==> config.mk <==
export PLATFORM = sky130hd
export DESIGN_NAME = uart_frame_loader
export DESIGN_NICKNAME = d
export VERILOG_FILES = /design/src/rtl/image_pkg.sv /design/src/rtl/byte_timeout_counter.sv /design/src/rtl/uart_frame_loader.sv
export SDC_FILE = /design/constraint.sdc
export NUM_CORES = 1
export LEC_CHECK = 0
export CORE_MARGIN = 10
export CORE_UTILIZATION = 25
export DETAILED_ROUTE_END_ITERATION = 10
export PLACE_DENSITY = 0.43
export SYNTH_ARGS = -nofsm -noshare
export SYNTH_HDL_FRONTEND = slang
export SYNTH_SLANG_ARGS = --single-unit
==> constraint.sdc <==
create_clock -name clk_100MHz -period 3.3 [get_ports clk_100MHz]
set_clock_uncertainty 0.1 [all_clocks]
set_input_delay 0.33 -clock clk_100MHz [delete_from_list [all_inputs] [get_ports clk_100MHz]]
set_output_delay 0.33 -clock clk_100MHz [all_outputs]
set_load 0.05 [all_outputs]
==> src/rtl/image_pkg.sv <==
// Shared constants for the image store path: default image geometry, BRAM
// address width, loader FSM state encoding and loader error codes.
package image_pkg;

  localparam int unsigned IMG_WIDTH  = 320;
  localparam int unsigned IMG_HEIGHT = 240;
  localparam int unsigned IMG_SIZE   = IMG_WIDTH * IMG_HEIGHT;
  localparam int unsigned ADDR_WIDTH = 17;

  typedef enum logic [2:0] {
    IDLE   = 3'd0,
    SYNC   = 3'd1,
    PIX_HI = 3'd2,
    PIX_LO = 3'd3,
    CHECK  = 3'd4
  } state_t;

  localparam logic [1:0] ERR_NONE    = 2'b00;
  localparam logic [1:0] ERR_TIMEOUT = 2'b01;
  localparam logic [1:0] ERR_CSUM    = 2'b10;
  localparam logic [1:0] ERR_ABORT   = 2'b11;

endpackage

==> src/rtl/byte_timeout_counter.sv <==
// Saturating idle-cycle counter for UART-fed loaders.
// Ports:
//   clk_100MHz - system clock
//   reset      - asynchronous, active-high
//   clear      - synchronous clear (wins over enable)
//   enable     - count one cycle while high
//   expired    - count has reached LIMIT (held until clear)
module byte_timeout_counter #(
  parameter int unsigned LIMIT = 1000000
) (
  input  logic clk_100MHz,
  input  logic reset,
  input  logic clear,
  input  logic enable,
  output logic expired
);

  localparam int unsigned CW = $clog2(LIMIT + 1);
  localparam logic [CW-1:0] LIMIT_C = CW'(LIMIT);

  logic [CW-1:0] count_q, count_d;

  always_comb begin
    count_d = count_q;
    if (clear) begin
      count_d = '0;
    end else if (enable && (count_q != LIMIT_C)) begin
      count_d = count_q + CW'(1);
    end
  end

  always_ff @(posedge clk_100MHz or posedge reset) begin
    if (reset) count_q <= '0;
    else       count_q <= count_d;
  end

  assign expired = (count_q == LIMIT_C);

endmodule

==> src/rtl/uart_frame_loader.sv <==
// Frame loader between UART_Rx and image_memory. Hunts for a two-byte sync,
// packs byte pairs into RGB444 pixels written to BRAM, checks an XOR checksum
// and enforces an inter-byte timeout.
// Ports:
//   clk_100MHz, reset        - clock, asynchronous active-high reset
//   rx_valid, rx_byte        - byte strobe and data from UART_Rx
//   load_enable              - store mode; dropping it mid-frame aborts
//   wr_en, wr_addr, wr_data  - BRAM write port (one strobe per pixel)
//   busy                     - frame reception in progress
//   frame_done, frame_error  - sticky result of the last frame attempt
//   err_code                 - 00 none, 01 timeout, 10 checksum, 11 abort
module uart_frame_loader
  import image_pkg::*;
#(
  parameter int unsigned WIDTH          = IMG_WIDTH,
  parameter int unsigned HEIGHT         = IMG_HEIGHT,
  parameter int unsigned ADDR_WIDTH     = image_pkg::ADDR_WIDTH,
  parameter int unsigned TIMEOUT_CYCLES = 1000000,
  parameter logic [7:0]  SYNC0          = 8'hA5,
  parameter logic [7:0]  SYNC1          = 8'h5A
) (
  input  logic                  clk_100MHz,
  input  logic                  reset,
  input  logic                  rx_valid,
  input  logic [7:0]            rx_byte,
  input  logic                  load_enable,
  output logic                  wr_en,
  output logic [ADDR_WIDTH-1:0] wr_addr,
  output logic [11:0]           wr_data,
  output logic                  busy,
  output logic                  frame_done,
  output logic                  frame_error,
  output logic [1:0]            err_code
);

  localparam logic [ADDR_WIDTH-1:0] LAST_ADDR = ADDR_WIDTH'(WIDTH * HEIGHT - 1);

  state_t                state_q, state_d;
  logic                  accept;
  logic                  abort;
  logic                  timed_out;
  logic                  tmo_clear;
  logic                  tmo_expired;

  logic                  wr_en_q, wr_en_d;
  logic [ADDR_WIDTH-1:0] addr_q, addr_d;
  logic [11:0]           data_q, data_d;
  logic [3:0]            red_q, red_d;
  logic [7:0]            csum_q, csum_d;
  logic                  done_q, done_d;
  logic                  error_q, error_d;
  logic [1:0]            err_q, err_d;

  assign accept    = rx_valid & load_enable;
  assign busy      = (state_q != IDLE);
  // Busy implies load_enable was high when the frame started, so a low level
  // here is the falling edge seen one cycle late at most.
  assign abort     = busy & ~load_enable;
  assign timed_out = busy & tmo_expired;

  // State register
  always_ff @(posedge clk_100MHz or posedge reset) begin
    if (reset) state_q <= IDLE;
    else       state_q <= state_d;
  end

  // Next-state logic
  always_comb begin
    state_d = state_q;
    if (abort || timed_out) begin
      state_d = IDLE;
    end else if (accept) begin
      unique case (state_q)
        IDLE:    if (rx_byte == SYNC0) state_d = SYNC;
        SYNC: begin
          if (rx_byte == SYNC1)      state_d = PIX_HI;
          else if (rx_byte == SYNC0) state_d = SYNC;
          else                       state_d = IDLE;
        end
        PIX_HI:  state_d = PIX_LO;
        PIX_LO:  state_d = (addr_q == LAST_ADDR) ? CHECK : PIX_HI;
        CHECK:   state_d = IDLE;
        default: state_d = IDLE;
      endcase
    end
  end

  // Output and datapath next values
  always_comb begin
    wr_en_d = 1'b0;
    addr_d  = addr_q;
    data_d  = data_q;
    red_d   = red_q;
    csum_d  = csum_q;
    done_d  = done_q;
    error_d = error_q;
    err_d   = err_q;

    // Address advances the cycle after a write; it parks on the last pixel.
    if (wr_en_q && (addr_q != LAST_ADDR)) addr_d = addr_q + ADDR_WIDTH'(1);

    if (abort) begin
      error_d = 1'b1;
      err_d   = ERR_ABORT;
    end else if (timed_out) begin
      error_d = 1'b1;
      err_d   = ERR_TIMEOUT;
    end else if (accept) begin
      unique case (state_q)
        SYNC: begin
          if (rx_byte == SYNC1) begin
            addr_d  = '0;
            csum_d  = '0;
            done_d  = 1'b0;
            error_d = 1'b0;
            err_d   = ERR_NONE;
          end
        end
        PIX_HI: begin
          red_d  = rx_byte[3:0];
          csum_d = csum_q ^ rx_byte;
        end
        PIX_LO: begin
          csum_d  = csum_q ^ rx_byte;
          wr_en_d = 1'b1;
          data_d  = {red_q, rx_byte};
        end
        CHECK: begin
          if (rx_byte == csum_q) begin
            done_d = 1'b1;
          end else begin
            error_d = 1'b1;
            err_d   = ERR_CSUM;
          end
        end
        default: ;
      endcase
    end
  end

  always_ff @(posedge clk_100MHz or posedge reset) begin
    if (reset) begin
      wr_en_q <= 1'b0;
      addr_q  <= '0;
      data_q  <= '0;
      red_q   <= '0;
      csum_q  <= '0;
      done_q  <= 1'b0;
      error_q <= 1'b0;
      err_q   <= ERR_NONE;
    end else begin
      wr_en_q <= wr_en_d;
      addr_q  <= addr_d;
      data_q  <= data_d;
      red_q   <= red_d;
      csum_q  <= csum_d;
      done_q  <= done_d;
      error_q <= error_d;
      err_q   <= err_d;
    end
  end

  // Idle clocks are counted only while a frame is in flight.
  assign tmo_clear = accept | (state_d != state_q);

  byte_timeout_counter #(
    .LIMIT (TIMEOUT_CYCLES)
  ) u_timeout (
    .clk_100MHz (clk_100MHz),
    .reset      (reset),
    .clear      (tmo_clear),
    .enable     (busy),
    .expired    (tmo_expired)
  );

  assign wr_en       = wr_en_q;
  assign wr_addr     = addr_q;
  assign wr_data     = data_q;
  assign frame_done  = done_q;
  assign frame_error = error_q;
  assign err_code    = err_q;

endmodule

==> results of run 1 <==
## Yosys cell counts (2+ instances only)
master,count
nand4_1,13
xor2_1,23
ha_1,3
and3_1,5
nor2b_1,2
nor4bb_1,6
mux2_2,6
nand3_1,17
nor3_1,4
inv_1,6
a311oi_1,2
nor2_1,44
xnor2_1,17
a21oi_1,19
nor4_1,5
nand2b_1,8
buf_2,7
nor4b_2,2
dfrtp_1,69
and2_1,2
and4_1,2
or3_1,2
mux2_1,10
nand2_1,14
o21ai_0,25
clkbuf_1,4
## final cells by class
cell class                 instances  area share [%]
clock buffer                      13            5.62
clock inverter                     2           0.225
inverter                           7           0.591
multi-input combinational        256            38.2
sequential                        69            38.8
tap                              180            5.06
timing repair buffer              51            11.5
## worst paths after layout
path | from | to | slack, ns | depth (start not counted)
setup / recovery | u_timeout.count_q[10] | red_q[2] | 0.90 | 5
hold / removal | reset | wr_addr[16] | 0.30 | 3
setup reg to reg | u_timeout.count_q[10] | red_q[2] | 0.90 | 5
hold reg to reg | err_code[0] | err_code[0] | 0.39 | 1
max in group asynchronous | reset | wr_addr[0] | 2.48 | 3
min in group clk_100MHz | err_code[0] | err_code[0] | 0.39 | 1
## power breakdown
part	total [W]	internal (W)	switching [W]
clock	0.000870	0.000523	0.000348
combinational	0.0000693	0.0000245	0.0000448
sequential	0.000849	0.000848	0.000000980
total	0.00179	0.00140	0.000393
## metrics by stage
| step | instance area, sq um | total power [W] | setup slack [ns] |
|---|---|---|---|
| floorplan | 3510 | 0.000897 | 1.07 |
| finish | 4450 | 0.00179 | 0.899 |
| global placement | 4190 | 0.000936 | 0.782 |
| global route | 4450 | 0.00188 | 0.706 |
| detailed placement | 4190 | 0.000936 | 0.757 |
| CTS | 4450 | 0.00182 | 0.914 |
## kinds of logic (layout without fill, tap and decap cells)
group | Yosys count | in the layout | share of synthesized area [%]
AND/OR/NAND/NOR | 137 | 137 | 22.0
flip-flops | 69 | 69 | 49.1
AO/OA/AOI/OAI | 59 | 59 | 9.97
XOR/XNOR | 40 | 40 | 9.97
buffers and inverters | 19 | 73 | 2.49
multiplexers | 17 | 17 | 5.41
adder cells (fa/ha/maj) | 3 | 3 | 1.07
## flip-flops by register name (all words and copies together), names as in the netlist, 2 cells and up
| name | flops |
|---|---|
| csum_q | 8 |
| err_code | 2 |
| red_q | 4 |
| state_q | 3 |
| u_timeout.count_q | 20 |
| wr_addr | 17 |
| wr_data | 12 |
## layer usage
metal / global-route usage, % / vias up / wire length, microns
li1: - / 1325 / -
met1: 11.4 / 1304 / 4140
met2: 15.2 / 45 / 4190
met3: 2.77 / 12 / 371
met4: 4.94 / 0 / 180
met5: 0 / - / 0
## worst max-delay path, delay by kind of cell, from the launching register on
kind            cells  cell delay, ns
flops               1            0.44
simple gates        3            0.95
mux                 1            0.37
compound gates      1            0.42
==> reports/metrics.csv, run 1 <==
metric,value,unit
top_reg_cell synth,dfrtp_1,
final net count,409,
Synth Warn #,0,
"commonest non-fill, non-tap cells in the layout","dfrtp_1, clkdlybuf4s50_1, nor2_1",
clk root buf,clkbuf_16,
register area share after synthesis,49.1,%
I/O Pins,47,
Die Y,139,microns
Final Slew Violations,0,
CTS tree,yes,
DR vias/cell,4.65,
largest net degree at the start of global routing,70,
placed cell count,563,
H-tree depth,3,
CP max stage cell,dfrtp_1,
setup TNS,0,ns
crit path kind,reg2reg,
share of the synthesized area in the top cell type,49.1,%
P_leak,1.84,nW
Hold WS,0.296,ns
"commonest non-fill, non-tap cell in the layout",dfrtp_1,
CTS resizes,0,
status,completed,
Antenna Cells,0,
cell area after synthesis,0.00351,sq mm
Final Cycle Share,72.8,%
vias in the first global route,2863,
global-route wire length before repair,15100,microns
count of final setup violators,0,
Core ar.,0.0138,sq mm
number of DRC markers in iteration 0,169,
Routed WL,8890,microns
PwrDens,402,mW/mm^2
Worst EP required,3.42,ns
iteration count of the initial detailed-routing pass,5,
initial antenna violation count,0,
Synth cell types,53,
Max VDD drop,0.231,mV
syn avg cell area,10.2,sq um
f_max,0.416,GHz
die extent in x,139,microns
DRC Markers,0,
Final Hold Vio Count,0,
clk_lat worst skew,0.34,ns
CTS Sinks,69,
Longest Clk Path Bufs,2,
Initial Util,25.4,%
Post-CTS Setup Inserts,0,
RSZ-0062 raised after global routing,no,
"slowest stage delay, CP",0.44,ns
Crit Path Max Fanout,9,
WP data arrival,2.52,ns
multi-input logic area,0.00170,sq mm
GPL Wtd Cong,0.750,
register area,0.00173,sq mm
port bufs,46,
Hold Crit Class,in2async,
syn_nets,359,
Cells after Synth,344,
post-layout minimum cycle time,2.40,ns
Routed Antenna Nets,0,
Post-synth ARST share,100,%
fin cells,578,
GR Util All Layers,9.56,%
Worst Max-Slew Pin Slew,0.802,ns
WL/cell,15.4,microns
Std-Cell Rows,43,
Layout Utilization,32.2,%
HPWL after DPL,6120,microns
layout cells sized above 1,8.79,%
GRT overflow,0,
top post-synthesis cells by area,"dfrtp_1, xor2_1, nor2_1",
Slew headroom,46.0,%
total die area,0.0192,sq mm
Layout area overhead,26.6,%
#FFs+latches synth,69,
cell type with the largest total area after synthesis,dfrtp_1,
Worst Setup End Kind,flop,
via total after detailed routing,2686,
total of max-cap violations,0,
Startpoint Class,flop,
CTS Buf Count,9,
hold_buf cts,0,
clk slew on worst S/H paths,0.05,ns
Fill cells,1421,
"Cell Chain, Critical Path",nor4bb_1 -> nand2_1 -> o211ai_2 -> or2_0 -> mux2_2,
number of synthesized flops with an enable pin,0,
Note: power is estimated with default switching activity, not from simulation.
==> inputs of run 2 (changes only) <==
- clock period: 3.3 -> 2.41 ns (I/O delays scaled with it)
==> reports/metrics.csv, run 2 (synthesized netlist as in run 1, its figures left out) <==
metric,value,unit,change
Pint,0.00196,W,was 0.00140 W
CTS Buf Count,9,,unchanged
Worst Setup End Kind,output port,,was flop
Routed Antenna Nets,0,,unchanged
RSZ-0062 raised after global routing,no,,unchanged
iteration count of the initial detailed-routing pass,4,,was 5
DRC Markers,0,,unchanged
Final Hold Vio Count,0,,unchanged
Logic pwr share,4.4,%,was 3.9%
WP data arrival,1.88,ns,was 2.52 ns
number of DRC markers in iteration 0,175,,was 169
Largest register FFs,20,,unchanged
total of max-cap violations,0,,unchanged
status,completed,,unchanged
post-layout minimum cycle time,2.22,ns,
final worst setup slack,0.193,ns,was 0.899 ns
Post-CTS Setup Inserts,0,,unchanged
Longest Clk Path Bufs,2,,unchanged
share of power burned in registers,46.5,%,was 47.5%
f_max,0.451,GHz,
"slowest stage delay, CP",0.57,ns,was 0.44 ns
multi-input logic area,0.00170,sq mm,unchanged
Core ar.,0.0138,sq mm,unchanged
P_leak,1.99,nW,was 1.84 nW
hold_buf cts,0,,unchanged
switching share of power,21.7,%,was 22.0%
CTS resizes,0,,unchanged
layout cells sized above 1,14.8,%,was 8.79%
Die Y,139,microns,unchanged
die extent in x,139,microns,unchanged
Initial Util,25.4,%,unchanged
I/O Pins,47,,unchanged
GPL Wtd Cong,0.758,,was 0.750
clk root buf,clkbuf_16,,unchanged
GR Util All Layers,9.83,%,was 9.56%
Startpoint Class,flop,,unchanged
WL/cell,15.2,microns,was 15.4 microns
Worst Max-Slew Pin Slew,0.666,ns,was 0.802 ns
CP max stage cell,nor3_2,,was dfrtp_1
count of final setup violators,0,,unchanged
"commonest non-fill, non-tap cell in the layout",dfrtp_1,,unchanged
Net Switching,0.000542,W,was 0.000393 W
GRT overflow,0,,unchanged
Worst EP required,2.07,ns,was 3.42 ns
via total after detailed routing,2808,,was 2686
"Cell Chain, Critical Path",buf_4 -> nor3_2 -> inv_2 -> buf_4,,was nor4bb_1 -> nand2_1 -> o211ai_2 -> or2_0 -> mux2_2
Routed WL,9200,microns,was 8890 microns
H-tree depth,3,,unchanged
Crit Path Max Fanout,9,,unchanged
Setup WS pre-CTS,0.143,ns,was 0.757 ns
HPWL after DPL,6860,microns,was 6120 microns
Final Slew Violations,0,,unchanged
Std-Cell Rows,43,,unchanged
vias in the first global route,2964,,was 2863
global-route wire length before repair,15600,microns,was 15100 microns
Layout area overhead,33.4,%,was 26.6%
Clock power frac,49.1,%,was 48.7%
clk slew on worst S/H paths,0.06,ns,was 0.05 ns
register area,0.00173,sq mm,unchanged
final net count,436,,was 409
largest register by flop count,u_timeout.count_q,,unchanged
Final Cycle Share,92.0,%,
crit path kind,reg2out,,was reg2reg
clk_lat worst skew,0.33,ns,was 0.34 ns
Max VDD drop,0.231,mV,about the same
DR vias/cell,4.63,,was 4.65
largest net degree at the start of global routing,38,,was 70
initial antenna violation count,0,,unchanged
PwrDens,534,mW/mm^2,was 402 mW/mm^2
port bufs,46,,unchanged
total die area,0.0192,sq mm,unchanged
Hold Crit Class,in2async,,unchanged
CTS Sinks,69,,unchanged
setup TNS,0,ns,unchanged
Slew headroom,55.2,%,was 46.0%
Fill cells,1439,,was 1421
Antenna Cells,0,,unchanged
most numerous cell on the critical path,buf_4,,
"commonest non-fill, non-tap cells in the layout","dfrtp_1, clkdlybuf4s50_1, nor2_1",,unchanged
CTS tree,yes,,unchanged
run 2: per-layer routing:
layer / part of all wire (%) / track usage [%]
met5: 0 / 0
met3: 4.4 / 2.74
met1: 44 / 11.7
met4: 1.7 / 4.38
met2: 50 / 16.2
run 2: worst max-delay path: cells and delay by family (launching register included):
family / cells / cell delay (ns)
buffers and inverters: 3 / 0.57
AND/OR/NAND/NOR: 1 / 0.57
flip-flops: 1 / 0.40
run 2: final timing paths:
check | startpoint | end | slack, ns | depth (start not counted)
min in group clk_100MHz | red_q[0] | wr_data[8] | 0.39 | 1
max | state_q[0] | busy | 0.19 | 4
max in group asynchronous | reset | wr_data[5] | 1.50 | 3
max reg2reg | u_timeout.count_q[0] | err_code[1] | 0.20 | 8
min reg2reg | red_q[0] | wr_data[8] | 0.39 | 1
min | reset | wr_addr[16] | 0.13 | 2
run 2: power by group through the flow:
stage	registers, W	logic, W	clock network [W]
final	0.00116	0.000110	0.00123
after global routing	0.00116	0.000125	0.00133
after detailed placement	0.00118	0.000114	0
after floorplan	0.00119	0.0000426	0
after global placement	0.00118	0.000115	0
after CTS	0.00116	0.000115	0.00128
run 2: cell type report:
| cell class | count | area share (%) |
|---|---|---|
| flip-flops and latches | 69 | 36.8 |
| multi-input cells | 256 | 36.3 |
| repair buffers | 78 | 15.7 |
| clock buffers | 15 | 5.71 |
| well taps | 180 | 4.81 |
| inverters | 7 | 0.561 |
| clock inverters | 1 | 0.107 |
run 2: stage by stage:
step	total power, W	utilization (%)	std cells	instance area (sq um)	hold slack (ns)
floorplan	0.00123	-	344	3510	0.273
global placement	0.00130	31.9	590	4410	0.369
detailed placement	0.00130	31.9	590	4410	0.375
CTS	0.00255	33.9	606	4690	0.139
global route	0.00262	33.9	606	4690	0.198
finish	0.00250	33.9	606	4690	0.133
==> inputs of run 3 (changes only) <==
- RECOVER_POWER: not set -> 50
==> reports/metrics.csv, run 3 (synthesized netlist as in run 1, its figures left out) <==
metric,value,unit,change
worst setup path startpoint,state_q[0],,unchanged
Die Y,139,microns,unchanged
P_leak,2.02,nW,was 1.99 nW
Final Slew Violations,0,,unchanged
hold_buf cts,0,,unchanged
layout cells sized above 1,14.3,%,was 14.8%
FF-to-FF setup slack,0.20,ns,about the same
GRT overflow,0,,unchanged
global-route wire length before repair,15600,microns,unchanged
GR Util All Layers,9.83,%,unchanged
Crit Path Max Fanout,9,,unchanged
f_max,0.451,GHz,about the same
Routed Antenna Nets,0,,unchanged
HPWL after DPL,6860,microns,unchanged
final instance area,0.00467,sq mm,was 0.00469 sq mm
Layout area overhead,32.8,%,was 33.4%
Initial Util,25.4,%,unchanged
largest net degree at the start of global routing,38,,unchanged
status,completed,,unchanged
Setup WS pre-CTS,0.143,ns,unchanged
Core ar.,0.0138,sq mm,unchanged
count of final setup violators,0,,unchanged
Final Cycle Share,92.0,%,about the same
Slew headroom,37.9,%,was 55.2%
CTS tree,yes,,unchanged
clk root buf,clkbuf_16,,unchanged
"commonest non-fill, non-tap cell in the layout",dfrtp_1,,unchanged
dpl cell area,0.00441,sq mm,unchanged
RSZ-0062 raised after global routing,no,,unchanged
"commonest non-fill, non-tap cells in the layout","dfrtp_1, nor2_1, buf_4",,"was dfrtp_1, clkdlybuf4s50_1, nor2_1"
crit path kind,reg2out,,unchanged
CTS resizes,0,,unchanged
Longest Clk Path Bufs,2,,unchanged
Final Hold Vio Count,0,,unchanged
clk slew on worst S/H paths,0.06,ns,about the same
Largest register FFs,20,,unchanged
Std-Cell Rows,43,,unchanged
CTS Sinks,69,,unchanged
vias in the first global route,2964,,unchanged
Reg2Reg Depth,8,,unchanged
Worst Setup End Kind,output port,,unchanged
GPL Wtd Cong,0.758,,unchanged
Startpoint Class,flop,,unchanged
fin cells,606,,unchanged
placed cell count,590,,unchanged
post-layout minimum cycle time,2.22,ns,about the same
CTS Buf Count,9,,unchanged
Fill cells,1441,,was 1439
total die area,0.0192,sq mm,unchanged
port bufs,46,,unchanged
initial antenna violation count,0,,unchanged
setup TNS,0,ns,unchanged
Post-CTS Setup Inserts,0,,unchanged
via total after detailed routing,2818,,was 2808
worst r2r src,u_timeout.count_q[0],,unchanged
DR vias/cell,4.65,,was 4.63
final worst setup slack,0.193,ns,about the same
final net count,436,,unchanged
WP data arrival,1.88,ns,about the same
Worst EP required,2.07,ns,about the same
clk_lat worst skew,0.34,ns,was 0.33 ns
largest register by flop count,u_timeout.count_q,,unchanged
Hold Crit Class,in2async,,unchanged
WL/cell,15.2,microns,about the same
DRC Markers,0,,unchanged
Max VDD drop,0.231,mV,about the same
iteration count of the initial detailed-routing pass,4,,unchanged
die extent in x,139,microns,unchanged
Worst Max-Slew Pin Slew,0.931,ns,was 0.666 ns
RR Endpoint,err_code[1],,unchanged
Antenna Cells,0,,unchanged
total of max-cap violations,0,,unchanged
number of DRC markers in iteration 0,180,,was 175
Routed WL,9190,microns,was 9200 microns
I/O Pins,47,,unchanged
PwrDens,536,mW/mm^2,was 534 mW/mm^2
H-tree depth,3,,unchanged
Total Power,0.00250,W,about the same
[run 3: cell types whose count changed in the layout (fill, tap and decap cells not counted)]
cell	change
clkbuf_2	+1
buf_12	-1
inv_2	-1
inv_1	+1
buf_4	-1
clkbuf_1	+1
clkdlybuf4s50_1	-18
dlygate4sd3_1	+18
[run 3: report_power, final]
part           leakage [nW]  internal, W  total (W)  switching (W)
sequential            0.863      0.00116    0.00116     0.00000122
clock                 0.134     0.000753    0.00123       0.000480
combinational          1.02    0.0000417   0.000106      0.0000638
total                  2.02      0.00196    0.00250       0.000545
[run 3: layer usage]
metal  vias to the layer above  share of wire (%)  track usage [%]
li1                       1378                  -                -
met1                      1386                 44             11.7
met2                        41                 50             16.2
met3                        13                4.3             2.74
met4                         0                1.7             4.38
met5                         -                  0                0
[run 3: through the flow]
step	hold slack [ns]	utilization, %
6_report	0.364	33.8
3_5_place_dp	0.375	31.9
2_1_floorplan	0.273	-
4_1_cts	0.139	33.9
5_1_grt	0.406	33.8
3_3_place_gp	0.369	31.9
[run 3: worst max-delay path by stage]
stage,to,depth (start not counted)
global placement,wr_addr[1],7
CTS,wr_data[11],8
global route,wr_data[11],8
detailed placement,err_code[1],6
floorplan,wr_addr[16],6
finish,busy,4
[run 3: worst max-delay path, cell delays in order, from the launching register on]
cell	delay, ns
dfrtp_1	0.40
buf_4	0.17
nor3_2	0.57
inv_2	0.16
buf_4	0.23
[run 3: final cells by class]
class | count | area [sq um] | share of cell area, %
inverters | 7 | 26.3 | 0.563
repair buffers | 78 | 717 | 15.4
clock buffers | 15 | 268 | 5.74
flip-flops and latches | 69 | 1730 | 37.0
clock inverters | 1 | 5.00 | 0.107
multi-input cells | 256 | 1700 | 36.4
well taps | 180 | 225 | 4.82
